File: config.mk
export PLATFORM = sky130hd
export DESIGN_NAME = uart_port_arbiter_flat
export DESIGN_NICKNAME = d
export VERILOG_FILES = /design/src/rtl/uart_arb_pkg.sv /design/src/rtl/uart_port_arbiter_if.sv /design/src/rtl/uart_arb_rr2.sv /design/src/rtl/uart_port_arbiter.sv /design/src/flat_wrapper.sv
export SDC_FILE = /design/constraint.sdc
export NUM_CORES = 1
export LEC_CHECK = 0
export BUFFER_PORTS_ARGS = -buffer_cell sky130_fd_sc_hd__clkbuf_2
export CORE_AREA = 2 2 132 134
export CTS_CLUSTER_SIZE = 12
export DETAILED_ROUTE_END_ITERATION = 10
export DIE_AREA = 0 0 134 136
export SLEW_MARGIN = 10
export SYNTH_ARGS = -nofsm -noshare
export SYNTH_HDL_FRONTEND = slang
export SYNTH_SLANG_ARGS = --single-unit
export TNS_END_PERCENT = 50
File: constraint.sdc
create_clock -name clk -period 3.6 [get_ports clk]
set_clock_uncertainty 0.05 [all_clocks]
set_input_delay 0.18 -clock clk [delete_from_list [all_inputs] [get_ports clk]]
set_output_delay 0.18 -clock clk [all_outputs]
set_load 0.02 [all_outputs]
File: src/rtl/uart_arb_pkg.sv
// Shared types and constants for the UART register-port arbiter.
package uart_arb_pkg;

  typedef enum logic {
    ARB_IDLE  = 1'b0,
    ARB_RWAIT = 1'b1
  } arb_state_e;

  // Master indices; also the bit positions in every 2-bit request/grant vector.
  localparam logic M_CPU = 1'b0;
  localparam logic M_DBG = 1'b1;

  // Read-latency counter width; holds RD_LAT values up to 4.
  localparam int LAT_W = 3;

  function automatic logic [1:0] onehot2(input logic idx);
    return idx ? 2'b10 : 2'b01;
  endfunction

endpackage

File: src/rtl/uart_port_arbiter_if.sv
// Bundle of both requester ports and the shared UART register port.
// The arbiter connects through 'slave'; the requesters and UART side use 'master'.
interface uart_port_arbiter_if #(
  parameter int ADDR_WIDTH = 32,
  parameter int DATA_WIDTH = 32
);
  localparam int BE_W = DATA_WIDTH / 8;

  logic                  m0_req;
  logic [BE_W-1:0]       m0_we;
  logic [ADDR_WIDTH-1:0] m0_addr;
  logic [DATA_WIDTH-1:0] m0_wdata;
  logic                  m0_gnt;
  logic                  m0_rvalid;
  logic [DATA_WIDTH-1:0] m0_rdata;

  logic                  m1_req;
  logic [BE_W-1:0]       m1_we;
  logic [ADDR_WIDTH-1:0] m1_addr;
  logic [DATA_WIDTH-1:0] m1_wdata;
  logic                  m1_gnt;
  logic                  m1_rvalid;
  logic [DATA_WIDTH-1:0] m1_rdata;

  logic [BE_W-1:0]       s_wen;
  logic [ADDR_WIDTH-1:0] s_waddr;
  logic [DATA_WIDTH-1:0] s_wdata;
  logic                  s_ren;
  logic [ADDR_WIDTH-1:0] s_raddr;
  logic [DATA_WIDTH-1:0] s_rdata;

  modport master (
    output m0_req, m0_we, m0_addr, m0_wdata,
    input  m0_gnt, m0_rvalid, m0_rdata,
    output m1_req, m1_we, m1_addr, m1_wdata,
    input  m1_gnt, m1_rvalid, m1_rdata,
    input  s_wen, s_waddr, s_wdata, s_ren, s_raddr,
    output s_rdata
  );

  modport slave (
    input  m0_req, m0_we, m0_addr, m0_wdata,
    output m0_gnt, m0_rvalid, m0_rdata,
    input  m1_req, m1_we, m1_addr, m1_wdata,
    output m1_gnt, m1_rvalid, m1_rdata,
    output s_wen, s_waddr, s_wdata, s_ren, s_raddr,
    input  s_rdata
  );

endinterface

File: src/rtl/uart_arb_rr2.sv
// Two-way winner pick: round-robin on last_gnt, or fixed debug priority
// when UART_ARB_FIXED_PRIO_EN is defined. Purely combinational, one-hot output.
module uart_arb_rr2
  import uart_arb_pkg::*;
(
  input  logic [1:0] req,
  input  logic       last_gnt,
  output logic [1:0] gnt
);

`ifdef UART_ARB_FIXED_PRIO_EN
  // Halt-mode debug: master 1 always wins, so the rotation pointer is ignored.
  logic unused_last_gnt;
  assign unused_last_gnt = last_gnt;

  always_comb begin
    // NOTE: assign every always_comb output a default first so no path infers a latch.
    gnt = 2'b00;
    if (req[M_DBG])      gnt = onehot2(M_DBG);
    else if (req[M_CPU]) gnt = onehot2(M_CPU);
  end
`else
  always_comb begin
    gnt = 2'b00;
    if (&req)            gnt = onehot2(~last_gnt);
    else if (req[M_DBG]) gnt = onehot2(M_DBG);
    else if (req[M_CPU]) gnt = onehot2(M_CPU);
  end
`endif

endmodule

File: src/rtl/uart_port_arbiter.sv
// Serialises CPU and debug accesses onto the UART register port and returns
// read data to the issuer. Optional macro: UART_ARB_FIXED_PRIO_EN (debug wins ties).
module uart_port_arbiter
  import uart_arb_pkg::*;
#(
  parameter int ADDR_WIDTH = 32,
  parameter int DATA_WIDTH = 32,
  parameter int RD_LAT     = 1    // legal range 1..4
) (
  input  logic               clk,
  input  logic               rst,
  uart_port_arbiter_if.slave bus
);

  localparam int               BE_W     = DATA_WIDTH / 8;
  localparam logic [LAT_W-1:0] LAT_LOAD = LAT_W'(RD_LAT);
  localparam logic [LAT_W-1:0] LAT_ONE  = LAT_W'(1);

  arb_state_e            state, state_nx;
  logic [LAT_W-1:0]      lat_cnt, lat_cnt_nx;
  logic                  owner, owner_nx;
  logic                  last_gnt, last_gnt_nx;
  logic [DATA_WIDTH-1:0] rdata0, rdata1;

  logic [1:0]            req, win, gnt, rvalid, capture;
  logic                  sel;
  logic [BE_W-1:0]       sel_we;
  logic [ADDR_WIDTH-1:0] sel_addr;
  logic [DATA_WIDTH-1:0] sel_wdata;

  logic [BE_W-1:0]       s_wen;
  logic [ADDR_WIDTH-1:0] s_waddr;
  logic [DATA_WIDTH-1:0] s_wdata;
  logic                  s_ren;
  logic [ADDR_WIDTH-1:0] s_raddr;

  assign req = {bus.m1_req, bus.m0_req};

  uart_arb_rr2 u_rr2 (
    .req      (req),
    .last_gnt (last_gnt),
    .gnt      (win)
  );

  assign sel       = win[M_DBG];
  assign sel_we    = sel ? bus.m1_we    : bus.m0_we;
  assign sel_addr  = sel ? bus.m1_addr  : bus.m0_addr;
  assign sel_wdata = sel ? bus.m1_wdata : bus.m0_wdata;

  always_ff @(posedge clk) begin
    if (rst) begin
      state    <= ARB_IDLE;
      lat_cnt  <= '0;
      owner    <= M_CPU;
      last_gnt <= M_DBG;   // master 0 takes the first tie after reset
      rdata0   <= '0;
      rdata1   <= '0;
    end else begin
      // NOTE: non-blocking assignments for all state so every register samples pre-edge values.
      state    <= state_nx;
      lat_cnt  <= lat_cnt_nx;
      owner    <= owner_nx;
      last_gnt <= last_gnt_nx;
      if (capture[M_CPU]) rdata0 <= bus.s_rdata;
      if (capture[M_DBG]) rdata1 <= bus.s_rdata;
    end
  end

  always_comb begin
    state_nx    = state;
    lat_cnt_nx  = lat_cnt;
    owner_nx    = owner;
    last_gnt_nx = last_gnt;
    gnt         = 2'b00;
    rvalid      = 2'b00;
    capture     = 2'b00;
    s_wen       = '0;
    s_waddr     = '0;
    s_wdata     = '0;
    s_ren       = 1'b0;
    s_raddr     = '0;

    case (state)
      ARB_IDLE: begin
        if (|win) begin
          gnt         = win;
          last_gnt_nx = sel;
          if (|sel_we) begin
            s_wen   = sel_we;
            s_waddr = sel_addr;
            s_wdata = sel_wdata;
          end else begin
            s_ren      = 1'b1;
            s_raddr    = sel_addr;
            owner_nx   = sel;
            lat_cnt_nx = LAT_LOAD;
            state_nx   = ARB_RWAIT;
          end
        end
      end

      ARB_RWAIT: begin
        // Slave data is valid while the counter reads 1; it is registered then,
        // so rdata and rvalid appear together in the cycle the counter hits 0.
        if (lat_cnt != '0) begin
          lat_cnt_nx = lat_cnt - LAT_ONE;
          if (lat_cnt == LAT_ONE) capture[owner] = 1'b1;
        end else begin
          rvalid[owner] = 1'b1;
          state_nx      = ARB_IDLE;
        end
      end

      default: state_nx = ARB_IDLE;
    endcase
  end

  assign bus.m0_gnt    = gnt[M_CPU];
  assign bus.m1_gnt    = gnt[M_DBG];
  assign bus.m0_rvalid = rvalid[M_CPU];
  assign bus.m1_rvalid = rvalid[M_DBG];
  assign bus.m0_rdata  = rdata0;
  assign bus.m1_rdata  = rdata1;
  assign bus.s_wen     = s_wen;
  assign bus.s_waddr   = s_waddr;
  assign bus.s_wdata   = s_wdata;
  assign bus.s_ren     = s_ren;
  assign bus.s_raddr   = s_raddr;

endmodule

File: src/flat_wrapper.sv
// flat-port wrapper written by rule: the top's interface ports become plain ports
module uart_port_arbiter_flat import uart_arb_pkg::*;
#(
  parameter int ADDR_WIDTH = 32,
  parameter int DATA_WIDTH = 32,
  parameter int RD_LAT     = 1                       
)
  (clk, rst, bus_m0_req, bus_m0_we, bus_m0_addr, bus_m0_wdata, bus_m0_gnt, bus_m0_rvalid, bus_m0_rdata, bus_m1_req, bus_m1_we, bus_m1_addr, bus_m1_wdata, bus_m1_gnt, bus_m1_rvalid, bus_m1_rdata, bus_s_wen, bus_s_waddr, bus_s_wdata, bus_s_ren, bus_s_raddr, bus_s_rdata);
  uart_port_arbiter_if #(.ADDR_WIDTH(ADDR_WIDTH), .DATA_WIDTH(DATA_WIDTH)) bus_i ();
  input  logic clk;
  input  logic rst;
  input wire logic [$bits(bus_i.m0_req)-1:0] bus_m0_req;
  input wire logic [$bits(bus_i.m0_we)-1:0] bus_m0_we;
  input wire logic [$bits(bus_i.m0_addr)-1:0] bus_m0_addr;
  input wire logic [$bits(bus_i.m0_wdata)-1:0] bus_m0_wdata;
  output wire logic [$bits(bus_i.m0_gnt)-1:0] bus_m0_gnt;
  output wire logic [$bits(bus_i.m0_rvalid)-1:0] bus_m0_rvalid;
  output wire logic [$bits(bus_i.m0_rdata)-1:0] bus_m0_rdata;
  input wire logic [$bits(bus_i.m1_req)-1:0] bus_m1_req;
  input wire logic [$bits(bus_i.m1_we)-1:0] bus_m1_we;
  input wire logic [$bits(bus_i.m1_addr)-1:0] bus_m1_addr;
  input wire logic [$bits(bus_i.m1_wdata)-1:0] bus_m1_wdata;
  output wire logic [$bits(bus_i.m1_gnt)-1:0] bus_m1_gnt;
  output wire logic [$bits(bus_i.m1_rvalid)-1:0] bus_m1_rvalid;
  output wire logic [$bits(bus_i.m1_rdata)-1:0] bus_m1_rdata;
  output wire logic [$bits(bus_i.s_wen)-1:0] bus_s_wen;
  output wire logic [$bits(bus_i.s_waddr)-1:0] bus_s_waddr;
  output wire logic [$bits(bus_i.s_wdata)-1:0] bus_s_wdata;
  output wire logic [$bits(bus_i.s_ren)-1:0] bus_s_ren;
  output wire logic [$bits(bus_i.s_raddr)-1:0] bus_s_raddr;
  input wire logic [$bits(bus_i.s_rdata)-1:0] bus_s_rdata;
  assign bus_i.m0_req = bus_m0_req;
  assign bus_i.m0_we = bus_m0_we;
  assign bus_i.m0_addr = bus_m0_addr;
  assign bus_i.m0_wdata = bus_m0_wdata;
  assign bus_m0_gnt = bus_i.m0_gnt;
  assign bus_m0_rvalid = bus_i.m0_rvalid;
  assign bus_m0_rdata = bus_i.m0_rdata;
  assign bus_i.m1_req = bus_m1_req;
  assign bus_i.m1_we = bus_m1_we;
  assign bus_i.m1_addr = bus_m1_addr;
  assign bus_i.m1_wdata = bus_m1_wdata;
  assign bus_m1_gnt = bus_i.m1_gnt;
  assign bus_m1_rvalid = bus_i.m1_rvalid;
  assign bus_m1_rdata = bus_i.m1_rdata;
  assign bus_s_wen = bus_i.s_wen;
  assign bus_s_waddr = bus_i.s_waddr;
  assign bus_s_wdata = bus_i.s_wdata;
  assign bus_s_ren = bus_i.s_ren;
  assign bus_s_raddr = bus_i.s_raddr;
  assign bus_i.s_rdata = bus_s_rdata;
  uart_port_arbiter #(.ADDR_WIDTH(ADDR_WIDTH), .DATA_WIDTH(DATA_WIDTH), .RD_LAT(RD_LAT)) u_core (.clk(clk), .rst(rst), .bus(bus_i));
endmodule
==> reports/qor.txt <==
CTS Hold Bufs: 0
Mapped Cells: 564
Ant diodes: 0
Final Net Count: 1048
Total wire length: 17.9 mm
Initial Util: 24.7%
Critical path endpoint category: output pin
Share of layout cells above drive strength 1: 48.6%
Worst hold stages: 3
Hold Path Class: in -> reg
Largest net degree at the start of global routing: 65
CP cell instances: a21boi_1, and2_4, buf_12, a22oi_2, nor2_1, clkbuf_2
Dpl cells: 1087
Io pins: 341
Antenna-violating nets left: 0
Global route total overflow: 0
Antenna violations before repair: 0
Power Total: 2.27 mW
Setup bufs post-CTS: 0
CTS-repair resized insts: 0
Vias in the first global route: 4749
Total GRT Usage: 18.4%
Worst Reg-to-Reg Cells: 7
Via-to-Cell Ratio: 4.73
Fmax: 370 MHz
H-tree levels: 3
Synthesis-to-layout area growth: 50.9%
Setup violators final: 0
Cell area after synthesis: 4170 sq um
Synth Register Bits: 70
Type of origin of the critical path: register
Clk pin slew, worst setup/hold paths: 60 ps
Commonest non-fill, non-tap cells in the layout: clkbuf_2, nand2_1, nor2_1
Period utilization: 75.0%
Worst path buffer plus inverter count: 2
Yosys warns: 0
Synth Net Count: 739
Mapped Avg Cell Area: 7.39 sq um
Root Buffer: clkbuf_16
Num CTS Buffers: 9
Worst Hold End: u_core.bus.m0_rdata[9]
Slowest-stage cell, CP: and2_4
CTS Sinks: 70
CP delay by family, top: simple AND/OR/NAND/NOR gates
Worst R2R Start: u_core.lat_cnt[0]
Multi-input gate area: 2480 sq um
DP Wirelength: 13.8 mm
# rows: 48
Fin. Hold Viols: 0
Die Wd: 134 microns
Latest clock arrival within the worst-skew pair: 340 ps
Die ar.: 18200 sq um
Non-Filler Instances: 1103
RSZ-0062 raised after global routing: false
Post-route setup TNS: 0 ps
Commonest non-fill, non-tap cell in the layout: clkbuf_2
Die Ht: 136 microns
Status: finished, final reports clean
CP max stage delay: 560 ps
Filler cells: 1885
WP data arrival: 2470 ps
Post-Place Worst Slack: 1170 ps
TritonCTS clock tree: done
Final Critical Period: 2700 ps
Power Dens Cells: 361 nW/um^2
Flop-to-flop setup slack: 1500 ps
Yosys top cell by area: dfxtp_1
Via count: 5212
Post-synthesis sequential area ratio: 33.6%
Core footprint: 16900 sq um
Maximum VDD drop: 0.000262 V
Slew @ Worst Pin: 951 ps
HP Start: bus_s_rdata[9]
Max_cap viols: 0
Pre-antenna DRT Iters: 4
FF+latch area: 1400 sq um
Final GP Congestion: 0.922
Global-route wire length before repair: 26.1 mm
Clock Path Buffers: 2
Worst path required time: 3370 ps
Rel. slew slack: 36.6%
Setup ws final: 900 ps
Slew Viols, Final: 0
Crit path kind: reg -> out
Input/output buffers: 340
Worst-path fanout max: 33
Top cells by area, synth: dfxtp_1, a22oi_2, nand2_1, nor2_1, a21oi_1
Final hold slack: 20.5 ps
Netlist cell types: 32
DRC Markers: 0
Share of the synthesized area in the top cell type: 33.6%
RR Endpoint: u_core.bus.m0_rdata[5]
Routed length per instance: 16.2 microns
Leakage power: 2.97 nW
Initial drt markers: 247
-- Yosys cell counts, drive strengths merged --
cell type and instances:
nor2 102, and4bb 1, o2bb2ai 1, clkbuf 26, dfxtp 70, a22oi 96, nor3 2, o32ai 1
nand3b 1, a21bo 1, buf 27, nand2b 2, a21boi 1, and2 3, inv 5, o21ai 3
o21bai 2, nand2 138, nor4b 1, a221o 1, xnor2 1, a21oi 72, or4 2, and4b 1
ha 3, nor2b 1
-- tightest hold or removal path: stages --
cell and delay, ps:
clkbuf_2 90, nand2_1 50, a21oi_1 50
-- stage by stage --
step / utilization [%] / area, sq um
final: 37.3 / 6290
after global routing: 37.3 / 6290
after CTS: 37.3 / 6290
after detailed placement: 35.4 / 5980
after global placement: 35.4 / 5980
after floorplan: - / 4170
-- cell families (layout without fill, tap and decap cells) --
| family | after synthesis | in the layout | share of synthesized area (%) |
|---|---|---|---|
| buf+inv | 58 | 372 | 7.36 |
| flops | 70 | 70 | 33.6 |
| fa+ha+maj | 3 | 3 | 0.901 |
| compound gates | 178 | 178 | 33.8 |
| xor+xnor | 1 | 1 | 0.210 |
| simple gates | 254 | 254 | 24.1 |
-- how the worst max path moves through the flow --
stage                         start              end  slack [ps]  cells after the start
floorplan              bus_m1_we[0]  bus_s_raddr[10]        1830                      5
global placement       bus_m0_we[0]        bus_s_ren        1190                      7
detailed placement     bus_m0_we[0]        bus_s_ren        1170                      7
CTS                 u_core.last_gnt  bus_s_waddr[29]         890                      6
global route        u_core.last_gnt  bus_s_waddr[29]         760                      6
finish              u_core.last_gnt  bus_s_waddr[29]         900                      6
-- layer usage --
layer / GRT usage [%] / vias to the layer above / routed length [microns]
met4: 7.27 / 0 / 478
li1: - / 2563 / -
met3: 5.37 / 36 / 1600
met2: 29.9 / 236 / 8500
met1: 22.9 / 2377 / 7320
met5: 0 / - / 0
-- power by group --
group | leakage, nW | internal [mW] | switching (mW)
logic | 2.27 | 0.213 | 0.365
clock network | 0.137 | 0.557 | 0.357
registers | 0.564 | 0.777 | 0.00278
total | 2.97 | 1.55 | 0.725
-- registers in the layout (all words and copies together) (netlist names) --
signal               count
u_core.bus.m1_rdata     32
u_core.bus.m0_rdata     32
u_core.state             1
u_core.lat_cnt           3
u_core.owner             1
u_core.last_gnt          1
-- layout make-up --
| type | count | area share [%] |
|---|---|---|
| Sequential cell | 70 | 22.3 |
| Clock inverter | 6 | 1.09 |
| Inverter | 5 | 0.298 |
| Multi-Input combinational cell | 436 | 39.5 |
| Timing Repair Buffer | 351 | 28.6 |
| Tap cell | 225 | 4.48 |
| Clock buffer | 10 | 3.80 |
Note: power is estimated with default switching activity, not from simulation.
